[src/rtl/param_coeff_loader_pkg.sv]
// Shared types and constants for the FIR coefficient loader.
package coeff_pkg;

    typedef enum logic [1:0] {IDLE, LOAD, WAIT, CLEAR} state_t;

    localparam int DEFAULT_NUM_COEFF = 4;
    localparam int TIMER_W           = 16;

endpackage

[src/rtl/param_coeff_loader_if.sv]
// Handshake bundle between the slave register block, the loader and the FIR controller.
interface param_coeff_loader_if #(
    parameter int IDX_W = 2
);
    logic             new_coefficient_set;
    logic             modwait;
    logic             abort;
    logic             load_coeff;
    logic [IDX_W-1:0] coefficient_num;
    logic             clear_new_coeff;
    logic             busy;
    logic             load_err;

    modport master (
        input  new_coefficient_set, modwait, abort,
        output load_coeff, coefficient_num, clear_new_coeff, busy, load_err
    );

    modport slave (
        output new_coefficient_set, modwait, abort,
        input  load_coeff, coefficient_num, clear_new_coeff, busy, load_err
    );
endinterface

[src/rtl/param_coeff_loader_wait_timer.sv]
// Clearable, enabled up-counter; expire flags the enabled cycle that completes TIMEOUT counts.
module wait_timer
    import coeff_pkg::*;
#(
    parameter int TIMEOUT = 255
) (
    input  logic clk,
    input  logic n_reset,
    input  logic clr,
    input  logic en,
    output logic expire
);

    logic [TIMER_W-1:0] count;

    always_ff @(posedge clk or negedge n_reset) begin
        if (!n_reset) begin
            count <= '0;
        end else if (clr) begin
            count <= '0;
        end else if (en) begin
            count <= count + TIMER_W'(1);
        end
    end

    // Matching TIMEOUT-1 while enabled means this stalled cycle is the TIMEOUT-th one.
    assign expire = en && (count == TIMER_W'(TIMEOUT - 1));

endmodule

[src/rtl/param_coeff_loader.sv]
// Sequences NUM_COEFF coefficient loads into the FIR register file, with abort and stall timeout.
module param_coeff_loader
    import coeff_pkg::*;
#(
    parameter int NUM_COEFF = DEFAULT_NUM_COEFF,
    parameter int IDX_W     = $clog2(NUM_COEFF),
    parameter int TIMEOUT   = 255
) (
    input  logic                 clk,
    input  logic                 n_reset,
    param_coeff_loader_if.master bus
);

    localparam logic [IDX_W-1:0] LAST_IDX = IDX_W'(NUM_COEFF - 1);

    state_t           state;
    logic [IDX_W-1:0] index;
    logic             err_q;
    logic             tmr_clr;
    logic             tmr_en;
    logic             tmr_expire;

    assign tmr_clr = (state == LOAD);
    assign tmr_en  = (state == WAIT) && bus.modwait;

    wait_timer #(
        .TIMEOUT (TIMEOUT)
    ) u_wait_timer (
        .clk     (clk),
        .n_reset (n_reset),
        .clr     (tmr_clr),
        .en      (tmr_en),
        .expire  (tmr_expire)
    );

    always_ff @(posedge clk or negedge n_reset) begin
        if (!n_reset) begin
            state <= IDLE;
            index <= '0;
            err_q <= 1'b0;
        end else if (bus.abort) begin
            // Abort overrides everything; the pending-set level is left for the slave to keep.
            state <= IDLE;
            index <= '0;
        end else begin
            case (state)
                IDLE: begin
                    if (bus.new_coefficient_set) begin
                        state <= LOAD;
                        index <= '0;
                        err_q <= 1'b0;
                    end
                end
                LOAD: begin
                    state <= WAIT;
                end
                WAIT: begin
                    if (!bus.modwait) begin
                        if (index == LAST_IDX) begin
                            state <= CLEAR;
                        end else begin
                            index <= index + IDX_W'(1);
                            state <= LOAD;
                        end
                    end else if (tmr_expire) begin
                        err_q <= 1'b1;
                        state <= IDLE;
                        index <= '0;
                    end
                end
                CLEAR: begin
                    state <= IDLE;
                    index <= '0;
                end
                default: begin
                    state <= IDLE;
                    index <= '0;
                end
            endcase
        end
    end

    assign bus.load_coeff      = (state == LOAD);
    assign bus.clear_new_coeff = (state == CLEAR);
    assign bus.busy            = (state != IDLE);
    assign bus.load_err        = err_q;
    assign bus.coefficient_num = ((state == LOAD) || (state == WAIT)) ? index : '0;

endmodule

[src/flat_wrapper.sv]
// flat-port wrapper written by rule: the top's interface ports become plain ports
module param_coeff_loader_flat import coeff_pkg::*;
#(
    parameter int NUM_COEFF = DEFAULT_NUM_COEFF,
    parameter int IDX_W     = $clog2(NUM_COEFF),
    parameter int TIMEOUT   = 255
)
  (clk, n_reset, bus_new_coefficient_set, bus_modwait, bus_abort, bus_load_coeff, bus_coefficient_num, bus_clear_new_coeff, bus_busy, bus_load_err);
  param_coeff_loader_if #(.IDX_W(IDX_W)) bus_i ();
  input  logic clk;
  input  logic n_reset;
  input wire logic [$bits(bus_i.new_coefficient_set)-1:0] bus_new_coefficient_set;
  input wire logic [$bits(bus_i.modwait)-1:0] bus_modwait;
  input wire logic [$bits(bus_i.abort)-1:0] bus_abort;
  output wire logic [$bits(bus_i.load_coeff)-1:0] bus_load_coeff;
  output wire logic [$bits(bus_i.coefficient_num)-1:0] bus_coefficient_num;
  output wire logic [$bits(bus_i.clear_new_coeff)-1:0] bus_clear_new_coeff;
  output wire logic [$bits(bus_i.busy)-1:0] bus_busy;
  output wire logic [$bits(bus_i.load_err)-1:0] bus_load_err;
  assign bus_i.new_coefficient_set = bus_new_coefficient_set;
  assign bus_i.modwait = bus_modwait;
  assign bus_i.abort = bus_abort;
  assign bus_load_coeff = bus_i.load_coeff;
  assign bus_coefficient_num = bus_i.coefficient_num;
  assign bus_clear_new_coeff = bus_i.clear_new_coeff;
  assign bus_busy = bus_i.busy;
  assign bus_load_err = bus_i.load_err;
  param_coeff_loader #(.NUM_COEFF(NUM_COEFF), .IDX_W(IDX_W), .TIMEOUT(TIMEOUT)) u_core (.clk(clk), .n_reset(n_reset), .bus(bus_i));
endmodule
[config.mk]
export PLATFORM = sky130hd
export DESIGN_NAME = param_coeff_loader_flat
export DESIGN_NICKNAME = d
export VERILOG_FILES = /design/src/rtl/param_coeff_loader_pkg.sv /design/src/rtl/param_coeff_loader_if.sv /design/src/rtl/param_coeff_loader_wait_timer.sv /design/src/rtl/param_coeff_loader.sv /design/src/flat_wrapper.sv
export SDC_FILE = /design/constraint.sdc
export NUM_CORES = 1
export LEC_CHECK = 0
export BUFFER_PORTS_ARGS = -buffer_cell sky130_fd_sc_hd__clkbuf_2
export CAP_MARGIN = 20
export CORE_UTILIZATION = 45
export CTS_BUF_LIST = sky130_fd_sc_hd__clkbuf_4
export DETAILED_ROUTE_END_ITERATION = 6
export GPL_TIMING_DRIVEN = 0
export SKIP_CTS_REPAIR_TIMING = 1
export SYNTH_ARGS = -nofsm -noshare
export SYNTH_HDL_FRONTEND = slang
export SYNTH_HIERARCHICAL = 1
export SYNTH_SLANG_ARGS = --single-unit
[constraint.sdc]
create_clock -name clk -period 2.7 [get_ports clk]
set_input_delay 0.405 -clock clk [delete_from_list [all_inputs] [get_ports clk]]
set_output_delay 0.405 -clock clk [all_outputs]
set_load 0.01 [all_outputs]
==> results.json, run 1 <==
{
  "post-route-drc-count": 0,
  "fmax_mhz": 403,
  "fin_crit_sh": 0.920,
  "num_rows": 18,
  "clockBufferDepth": 2,
  "final_util": 0.545,
  "slew_viol_final": 0,
  "core_area_sq_mm": 0.00257,
  "r2r_end": "u_core/state[1]$_DFFE_PN0P_",
  "yosys_warnings": 6,
  "wl_per_cell_microns": 14.3,
  "num-fill-cells": 249,
  "dieHeight_microns": 55.3,
  "switching_share": 0.376,
  "crit_fanout": 8,
  "hold_viol_final": 0,
  "grt_pass1_wl_mm": 4.38,
  "synth_area_sq_mm": 0.00128,
  "worst_pin_slew_ns": 0.518,
  "ir_worst_vdd_mv": 0.406,
  "synthCells": 129,
  "track_usage": 0.179,
  "synth-seq-cells": 21,
  "slew_headroom": 0.655,
  "die_area_sq_mm": 0.00305,
  "setup-violations-final": 0,
  "fin_nets": 158,
  "grt_pass1_vias": 968,
  "cts_made_buffers": 3,
  "h-tree-depth": 1,
  "ys_seq_area_frac": 0.412,
  "arrival_ns": 2.71,
  "ioPinCount": 11,
  "worst_r2r_path_depth": 10,
  "avgSynthCellArea_sq_um": 9.89,
  "drt_first_pass_iters": 4,
  "synthToLayoutAreaGrowth_pct": 9.61,
  "reg2reg_slack_ns": 0.22,
  "place.gp.congestion": 0.843,
  "antenna_cells": 0,
  "p_seq_frac": 0.459,
  "outcome": "finished clean",
  "p_per_area_mw_per_mm2": 583,
  "hold_path_class": "primary input to asynchronous set/reset pin",
  "cts_sinks": 21,
  "fp.dieW_microns": 55.3,
  "cp.required_ns": 2.93,
  "grt_max_degree": 22,
  "cts_tree": "done",
  "p_leak_uw": 0.000626,
  "start_util": 0.497,
  "comb_power_share": 0.348,
  "clockPowerShare": 0.193,
  "grt.overflow.total": 0,
  "maxCapViolations": 0,
  "drt_iter0_drc": 26,
  "synth_cell_types": 39,
  "portBuffers": 10,
  "start_kind": "register",
  "via_count": 964,
  "antenna_found_initial": 0,
  "grt_setup_unrepaired": "no",
  "r2r_start": "u_core/state[0]$_DFFE_PN0P_",
  "power_switching_uw": 307,
  "drive_gt1_frac": 0.217,
  "vias_per_cell": 5.57,
  "critPathKind": "register to register",
  "fin_worst_skew_ns": 0.00217,
  "min_period_ns": 2.48,
  "setup_tns_ns": 0,
  "dp_hpwl_mm": 1.84,
  "clk_latency_ns": 0.31,
  "endpoint_kind": "register",
  "clock-root-buffer": "clkbuf_4",
  "p_int_uw": 508,
  "synth_nets": 143,
  "detail-route-antenna-nets": 0,
  "path_clk_slew_ns": 0.12,
  "routed_wl_mm": 2.47
}
[power groups by stage]
stage	sequential (uW)	clock, uW	combinational [uW]
6_report	374	157	284
5_1_grt	382	179	317
4_1_cts	374	169	286
3_5_place_dp	381	0	284
3_3_place_gp	379	0	278
2_1_floorplan	373	0	209
[layout make-up]
cell class / count / area, sq um / area share
clock inverters: 1 / 5.00 / 0.00358
well taps: 30 / 37.5 / 0.0268
multi-input cells: 96 / 708 / 0.506
plain buffers: 3 / 16.3 / 0.0116
repair buffers: 10 / 50.0 / 0.0358
clock buffers: 3 / 22.5 / 0.0161
flip-flops and latches: 21 / 526 / 0.376
inverters: 9 / 33.8 / 0.0242
[cell families (layout without fill, tap and decap cells)]
logic type,count (synthesis),count (layout),synth area share
AND/OR/NAND/NOR,55,55,0.234
flip-flops,21,21,0.412
AO/OA/AOI/OAI,19,19,0.132
buffers and inverters,12,26,0.0392
XOR/XNOR,10,10,0.0686
adder cells (fa/ha/maj),9,9,0.0882
multiplexers,3,3,0.0255
[cells in the final DEF (no fill, tap or decap), drive strengths merged, types with 3 or more instances in the layout]
master | netlist | layout
a21oi | 6 | 6
nor3 | 8 | 8
nor4 | 3 | 3
clkbuf | 1 | 14
nor2 | 17 | 17
inv | 9 | 9
ha | 9 | 9
xnor2 | 8 | 8
nand4 | 5 | 5
and2 | 3 | 3
dfrtp | 21 | 21
nand3 | 4 | 4
nand2 | 6 | 6
[synth_stat cells, drive strengths merged]
cell,number,area [sq um]
a211oi,2,15.0
a21bo,1,10.0
a21oi,6,33.8
a311oi,1,15.0
a31o,1,8.76
a31oi,1,12.5
a32o,1,11.3
and2,3,18.8
buf,2,12.5
clkbuf,1,3.75
dfrtp,21,526
ha,9,113
inv,9,33.8
mux2,2,22.5
mux2i,1,10.0
nand2,6,22.5
nand2b,1,6.26
nand3,4,20.0
nand3b,1,7.51
nand4,5,37.5
nor2,17,63.8
nor2b,2,12.5
nor3,8,40.0
nor4,3,25.0
nor4b,1,15.0
nor4bb,1,10.0
o2111ai,1,15.0
o211ai,1,12.5
o21a,1,15.0
o21ai,2,10.0
o32a,1,10.0
or3,2,12.5
or4,1,7.51
xnor2,8,70.1
xor2,2,17.5
[routing by layer]
metal,GRT usage,wire length (microns)
met5,0,0
met4,0.0750,29
met3,0.0234,41
met2,0.256,1110
met1,0.269,1290
[flip-flops by register name (all words and copies together) (netlist names)]
register,count
u_core/bus.load_err,1
u_core/u_wait_timer/count,16
u_core/state,2
u_core/index,2
[worst max-delay path, cell delays in order (launching register included)]
cell      delay (ns)
dfrtp_1         0.44
inv_1           0.14
ha_2            0.24
and2_1          0.13
buf_2           0.19
nor4bb_1        0.30
nand4_1         0.15
nor3_2          0.26
o21a_4          0.20
a21oi_1         0.08
a311oi_2        0.24
[per-stage QoR]
stage / hold slack (ns) / cells / worst slack, ns / instance area (sq um) / total power (uW)
floorplan: 0.109 / 129 / 0.424 / 1280 / 582
global placement: 0.403 / 169 / 0.156 / 1360 / 657
detailed placement: 0.409 / 169 / 0.117 / 1360 / 665
CTS: 0.0480 / 173 / 0.0723 / 1390 / 830
global route: 0.0870 / 173 / 0.0143 / 1400 / 878
finish: 0.0439 / 173 / 0.217 / 1400 / 815
[worst max path at each step]
stage,from,end,slack [ns]
2_1_floorplan,u_core/state[0]$_DFFE_PN0P_,u_core/state[1]$_DFFE_PN0P_,0.42
3_3_place_gp,u_core/state[0]$_DFFE_PN0P_,u_core/state[1]$_DFFE_PN0P_,0.16
3_5_place_dp,u_core/state[0]$_DFFE_PN0P_,u_core/state[1]$_DFFE_PN0P_,0.12
4_1_cts,u_core/state[0]$_DFFE_PN0P_,u_core/state[1]$_DFFE_PN0P_,0.07
5_1_grt,u_core/state[0]$_DFFE_PN0P_,u_core/state[1]$_DFFE_PN0P_,0.01
6_report,u_core/state[0]$_DFFE_PN0P_,u_core/state[1]$_DFFE_PN0P_,0.22
Power figures use the tool's default switching activity.
==> inputs of run 2 (changes only) <==
--- a/config.mk
+++ b/config.mk
@@ -7,6 +7,7 @@
 export LEC_CHECK = 0
 export BUFFER_PORTS_ARGS = -buffer_cell sky130_fd_sc_hd__clkbuf_2
 export CAP_MARGIN = 20
+export CORE_ASPECT_RATIO = 1.25
 export CORE_UTILIZATION = 45
 export CTS_BUF_LIST = sky130_fd_sc_hd__clkbuf_4
 export DETAILED_ROUTE_END_ITERATION = 6
==> constraint.sdc (replaced) <==
create_clock -name clk -period 2.75 [get_ports clk]
set_input_delay 0.4125 -clock clk [delete_from_list [all_inputs] [get_ports clk]]
set_output_delay 0.4125 -clock clk [all_outputs]
set_load 0.01 [all_outputs]
==> run 2 against run 1 <==
Global-route usage increased by 2.2 points. Largest cell class unchanged. Register-to-register slack improved by 0.06 ns. Setup slack improved by 0.058 ns. Sequential share of layout area decreased by 0.13 points. Maximum frequency increased by 0.33%. Via count increased by 2.3%. Total power decreased by 0.19%. Die area about the same. Sequential power about the same. Non-clock buffer count unchanged. Critical path type unchanged. Routed wire length increased by 2.5%. Critical path depth unchanged.
==> results.json, run 2 (synthesis gave the netlist of run 1 again) <==
{
  "vias_per_cell": 5.57,
  "fin_worst_skew_ns": 0.00232,
  "setup_slack_ns": 0.275,
  "reg_top3": "u_core/u_wait_timer/count x16, u_core/index x2, u_core/state x2",
  "cts_tree": "done",
  "critPathKind": "register to register",
  "outcome": "finished clean",
  "track_usage": 0.201,
  "antenna_cells": 0,
  "p_leak_uw": 0.000629,
  "pre_cts_slack_ns": 0.168,
  "crit_fanout": 8,
  "comb_power_share": 0.339,
  "antenna_found_initial": 0,
  "power_switching_uw": 304,
  "ir_worst_vdd_mv": 0.314,
  "top_register": "u_core/u_wait_timer/count",
  "mostFrequentLayoutCells": "21 x dfrtp_1, 17 x nor2_1, 10 x clkbuf_2",
  "hold_viol_final": 0,
  "start_kind": "register",
  "clk_latency_ns": 0.31,
  "arrival_ns": 2.71,
  "die_area_sq_mm": 0.00305,
  "grt.overflow.total": 0,
  "ioPinCount": 11,
  "path_clk_slew_ns": 0.12,
  "switching_share": 0.373,
  "num-fill-cells": 282,
  "worst_pin_slew_ns": 0.546,
  "wl_per_cell_microns": 14.3,
  "clockPowerShare": 0.204,
  "grt_setup_unrepaired": "no",
  "cts_sinks": 21,
  "core_area_sq_mm": 0.00268,
  "place.gp.congestion": 0.821,
  "routed_wl_mm": 2.54,
  "p_int_uw": 510,
  "grt_pass1_vias": 1000,
  "fmax_mhz": 404,
  "fin_crit_sh": 0.900,
  "clock-root-buffer": "clkbuf_4",
  "fin_nets": 158,
  "slew_headroom": 0.636,
  "drive_gt1_frac": 0.210,
  "cts_made_buffers": 3,
  "grt_pass1_wl_mm": 4.53,
  "h-tree-depth": 1,
  "grt_max_degree": 22,
  "start_util": 0.476,
  "p_seq_frac": 0.457,
  "worst_r2r_path_depth": 10,
  "final_common_cell": "dfrtp_1",
  "setup-violations-final": 0,
  "num_rows": 21,
  "portBuffers": 10,
  "cp.required_ns": 2.98,
  "hold_path_class": "primary input to asynchronous set/reset pin",
  "endpoint_kind": "register",
  "largest_reg_flops": 16,
  "dp_hpwl_mm": 1.90,
  "slew_viol_final": 0,
  "min_period_ns": 2.48,
  "via_count": 986,
  "synthToLayoutAreaGrowth_pct": 10.0,
  "clockBufferDepth": 2,
  "dieHeight_microns": 61.5,
  "setup_tns_ns": 0,
  "drt_first_pass_iters": 3,
  "detail-route-antenna-nets": 0,
  "reg2reg_slack_ns": 0.27,
  "fp.dieW_microns": 49.6,
  "maxCapViolations": 0,
  "p_per_area_mw_per_mm2": 580,
  "post-route-drc-count": 0,
  "drt_iter0_drc": 11
}
-- run 2: cell count changes in the layout (fill, tap and decap cells not counted) --
cell,before,now
clkinv_2,1,0
ha_2,1,0
ha_1,8,9
clkbuf_4,3,4
-- run 2: layout make-up --
| type | count | area [sq um] | area share |
|---|---|---|---|
| Buffer | 3 | 16.3 | 0.0116 |
| Clock buffer | 4 | 30.0 | 0.0214 |
| Inverter | 9 | 33.8 | 0.0241 |
| Multi-Input combinational cell | 96 | 706 | 0.503 |
| Sequential cell | 21 | 526 | 0.374 |
| Tap cell | 34 | 42.5 | 0.0303 |
| Timing Repair Buffer | 10 | 50.0 | 0.0357 |
-- run 2: worst max-delay path, stage by stage (launching register included) --
cell and delay [ns]:
dfrtp_1 0.46, inv_1 0.16, ha_1 0.26, and2_1 0.14
buf_2 0.20, nor4bb_1 0.29, nand4_1 0.15, nor3_2 0.22
o21a_4 0.21, a21oi_1 0.08, a311oi_2 0.23
-- run 2: worst paths after layout --
| check | start | to |
|---|---|---|
| worst max-delay path | u_core/state[0]$_DFFE_PN0P_ | u_core/state[1]$_DFFE_PN0P_ |
| worst min-delay path | n_reset | u_core/u_wait_timer/count[9]$_DFFE_PN0P_ |
| worst max register to register | u_core/state[0]$_DFFE_PN0P_ | u_core/state[1]$_DFFE_PN0P_ |
| worst min register to register | u_core/bus.load_err$_DFFE_PN0P_ | u_core/bus.load_err$_DFFE_PN0P_ |
| max in group asynchronous | n_reset | u_core/index[1]$_DFFE_PN0P_ |
| min in group clk | bus_abort | u_core/state[1]$_DFFE_PN0P_ |
-- run 2: per-layer routing --
metal / global-route usage / share of wire / vias to the layer above / routed length [microns]
met5: 0 / 0 / - / 0
met4: 0.0980 / 0.019 / 0 / 49
met3: 0.0296 / 0.025 / 5 / 64
met2: 0.392 / 0.54 / 13 / 1370
met1: 0.212 / 0.42 / 482 / 1060
li1: - / - / 486 / -
-- run 2: power by group through the flow --
stage,registers [uW],clock network [uW],logic [uW]
after floorplan,367,0,205
after global placement,374,0,268
after detailed placement,375,0,277
after CTS,370,169,281
after global routing,376,181,320
final,372,166,276
-- run 2: stage by stage --
stage	cell area [sq um]	hold slack, ns	util	cells	total power (uW)
floorplan	1280	0.117	-	129	572
global placement	1370	0.412	0.511	173	642
detailed placement	1370	0.422	0.511	173	652
CTS	1400	0.0740	0.522	177	821
global route	1400	0.0801	0.524	177	877
finish	1400	0.0562	0.524	177	814
==> inputs of run 3 (changes only) <==
--- a/config.mk
+++ b/config.mk
@@ -5,6 +5,7 @@
 export SDC_FILE = /design/constraint.sdc
 export NUM_CORES = 1
 export LEC_CHECK = 0
+export ABC_AREA = 1
 export BUFFER_PORTS_ARGS = -buffer_cell sky130_fd_sc_hd__clkbuf_2
 export CAP_MARGIN = 20
 export CORE_ASPECT_RATIO = 1.25
==> run 3 against run 2 <==
Sequential power is 2% higher. Synthesized cell count is 55% higher. Register-to-register slack better by 0.60 ns. Critical endpoint is now u_core/index[0]$_DFFE_PN0P_. Clock-buffer cell count stayed put. Largest power group unchanged.
==> results.json, run 3 <==
{
  "outcome": "finished clean",
  "slew_headroom": 0.640,
  "dieHeight_microns": 64.9,
  "synth_cell_types": 21,
  "clockBufferDepth": 2,
  "arrival_ns": 2.10,
  "drive_gt1_frac": 0.154,
  "mostFrequentLayoutCells": "53 x nand2_1, 35 x nor2_1, 28 x inv_1",
  "die_area_sq_mm": 0.00339,
  "hold_path_class": "primary input to asynchronous set/reset pin",
  "top_register": "u_core/u_wait_timer/count",
  "path_buf_inv": 3,
  "avgSynthCellArea_sq_um": 7.11,
  "synth-seq-cells": 21,
  "fin_crit_sh": 0.682,
  "cpPeakStageDelay_ns": 0.43,
  "multi_input_area_sq_um": 781,
  "start_kind": "register",
  "synth_top_area_share": 0.369,
  "antenna_found_initial": 0,
  "clock-root-buffer": "clkbuf_4",
  "synth-edff-count": 0,
  "grt_pass1_vias": 1266,
  "wl_per_cell_microns": 11.3,
  "routed_wl_mm": 2.83,
  "hold_viol_final": 0,
  "synth_commonest_cells": "53 x nand2_1, 35 x nor2_1, 28 x inv_1",
  "top_usage_layer": "met2",
  "start_util": 0.479,
  "reg2reg_slack_ns": 0.88,
  "h-tree-depth": 1,
  "ys_seq_area_frac": 0.369,
  "drt_iter0_drc": 31,
  "p_per_area_mw_per_mm2": 586,
  "cts_tree": "done",
  "fmax_mhz": 534,
  "dp_hpwl_mm": 2.28,
  "fin_nets": 229,
  "setup_tns_ns": 0,
  "async_reset_ff_frac": 1.00,
  "yosysMostFrequentCell": "nand2_1",
  "vias_per_cell": 4.91,
  "critical_path.cell_chain": "inv_1, ha_1, nand2_1, inv_1, nand4_1, nor2_1, inv_1, nand3_2, nand2_2, nand2_4, nand2_2, nand2_1, nand2_1",
  "final_common_cell": "nand2_1",
  "synth-main-ff-cell": "dfrtp_1",
  "track_usage": 0.206,
  "grt_pass1_wl_mm": 5.20,
  "yosys-top-cells-area": "dfrtp_1 37%, nand2_1 14%, nor2_1 9.2%, ha_1 7.9%, inv_1 7.4%",
  "fp.dieW_microns": 52.3,
  "cpMaxStageDelayCell": "dfrtp_1",
  "clk_latency_ns": 0.31,
  "post-route-drc-count": 0,
  "synthToLayoutAreaGrowth_pct": 8.79,
  "core_area_sq_mm": 0.00297,
  "yosys_warnings": 6,
  "synth_area_sq_mm": 0.00142,
  "grt_setup_unrepaired": "no",
  "p_leak_uw": 0.000826,
  "cp_top_family": "simple AND/OR/NAND/NOR gates",
  "cts_made_buffers": 3,
  "grtUsageMet3": 0.0211,
  "path_clk_slew_ns": 0.12,
  "grt_max_degree": 22,
  "cp.required_ns": 2.97,
  "fin_worst_skew_ns": 0.00565,
  "reg_top3": "u_core/u_wait_timer/count x16, u_core/index x2, u_core/state x2",
  "place.gp.congestion": 0.804,
  "synth_area_leader_cell": "dfrtp_1",
  "synth_nets": 214,
  "critPathKind": "register to register",
  "met1_usage": 0.214,
  "maxCapViolations": 0,
  "num-fill-cells": 301,
  "antenna_cells": 0,
  "endpoint_kind": "register",
  "num_rows": 22,
  "drt_first_pass_iters": 5,
  "detail-route-antenna-nets": 0,
  "final_util": 0.521,
  "setup-violations-final": 0,
  "crit_fanout": 6,
  "largest_reg_flops": 16,
  "grt.overflow.total": 0,
  "layout.area.seq_sq_um": 526,
  "slew_viol_final": 0,
  "portBuffers": 10,
  "min_period_ns": 1.87,
  "grt_util_met2": 0.389,
  "worst_pin_slew_ns": 0.540,
  "synthCells": 200,
  "via_count": 1228,
  "cts_sinks": 21,
  "ir_worst_vdd_mv": 0.321,
  "ioPinCount": 11
}
## run 3: layout make-up
type / count / share of cell area
flip-flops and latches: 21 / 0.340
repair buffers: 10 / 0.0323
inverters: 29 / 0.0703
multi-input cells: 149 / 0.504
well taps: 36 / 0.0291
plain buffers: 1 / 0.00485
clock buffers: 4 / 0.0194
## run 3: path summary, 6_finish.rpt
path                                                            endpoint                            start  depth (start not counted)
worst max-delay path                         u_core/index[0]$_DFFE_PN0P_      u_core/state[0]$_DFFE_PN0P_                         13
worst min register to register           u_core/bus.load_err$_DFFE_PN0P_  u_core/bus.load_err$_DFFE_PN0P_                          2
max in group asynchronous       u_core/u_wait_timer/count[7]$_DFFE_PN0P_                          n_reset                          1
worst max register to register               u_core/index[0]$_DFFE_PN0P_      u_core/state[0]$_DFFE_PN0P_                         13
worst min-delay path            u_core/u_wait_timer/count[3]$_DFFE_PN0P_                          n_reset                          1
min in group clk                             u_core/state[0]$_DFFE_PN0P_                        bus_abort                          4
## run 3: power breakdown
part / leakage, uW / internal (uW) / switching, uW / total, uW
logic: 0.000518 / 125 / 236 / 361
clock network: 0.0000184 / 66.6 / 100 / 167
registers: 0.000290 / 342 / 36.7 / 379
total: 0.000826 / 533 / 373 / 907
## run 3: cell families after synthesis
family | after synthesis | share of synthesized area
simple gates | 123 | 0.404
flops | 21 | 0.369
compound gates | 17 | 0.0660
buf+inv | 30 | 0.0818
fa+ha+maj | 9 | 0.0792
## run 3: metrics by stage
| stage | setup slack, ns | total power (uW) | hold WS (ns) | cells | cell area [sq um] |
|---|---|---|---|---|---|
| detailed placement | 0.876 | 755 | 0.428 | 246 | 1520 |
| CTS | 0.846 | 924 | 0.0721 | 250 | 1550 |
| finish | 0.876 | 907 | 0.0509 | 250 | 1550 |
| global placement | 0.922 | 741 | 0.415 | 246 | 1520 |
| floorplan | 1.12 | 645 | 0.117 | 200 | 1420 |
| global route | 0.584 | 988 | 0.0841 | 250 | 1550 |
## run 3: routing by layer
layer  routed length, microns  vias up
li1                         -      652
met4                       60        0
met3                       52        6
met1                     1190      554
met5                        0        -
met2                     1520       16
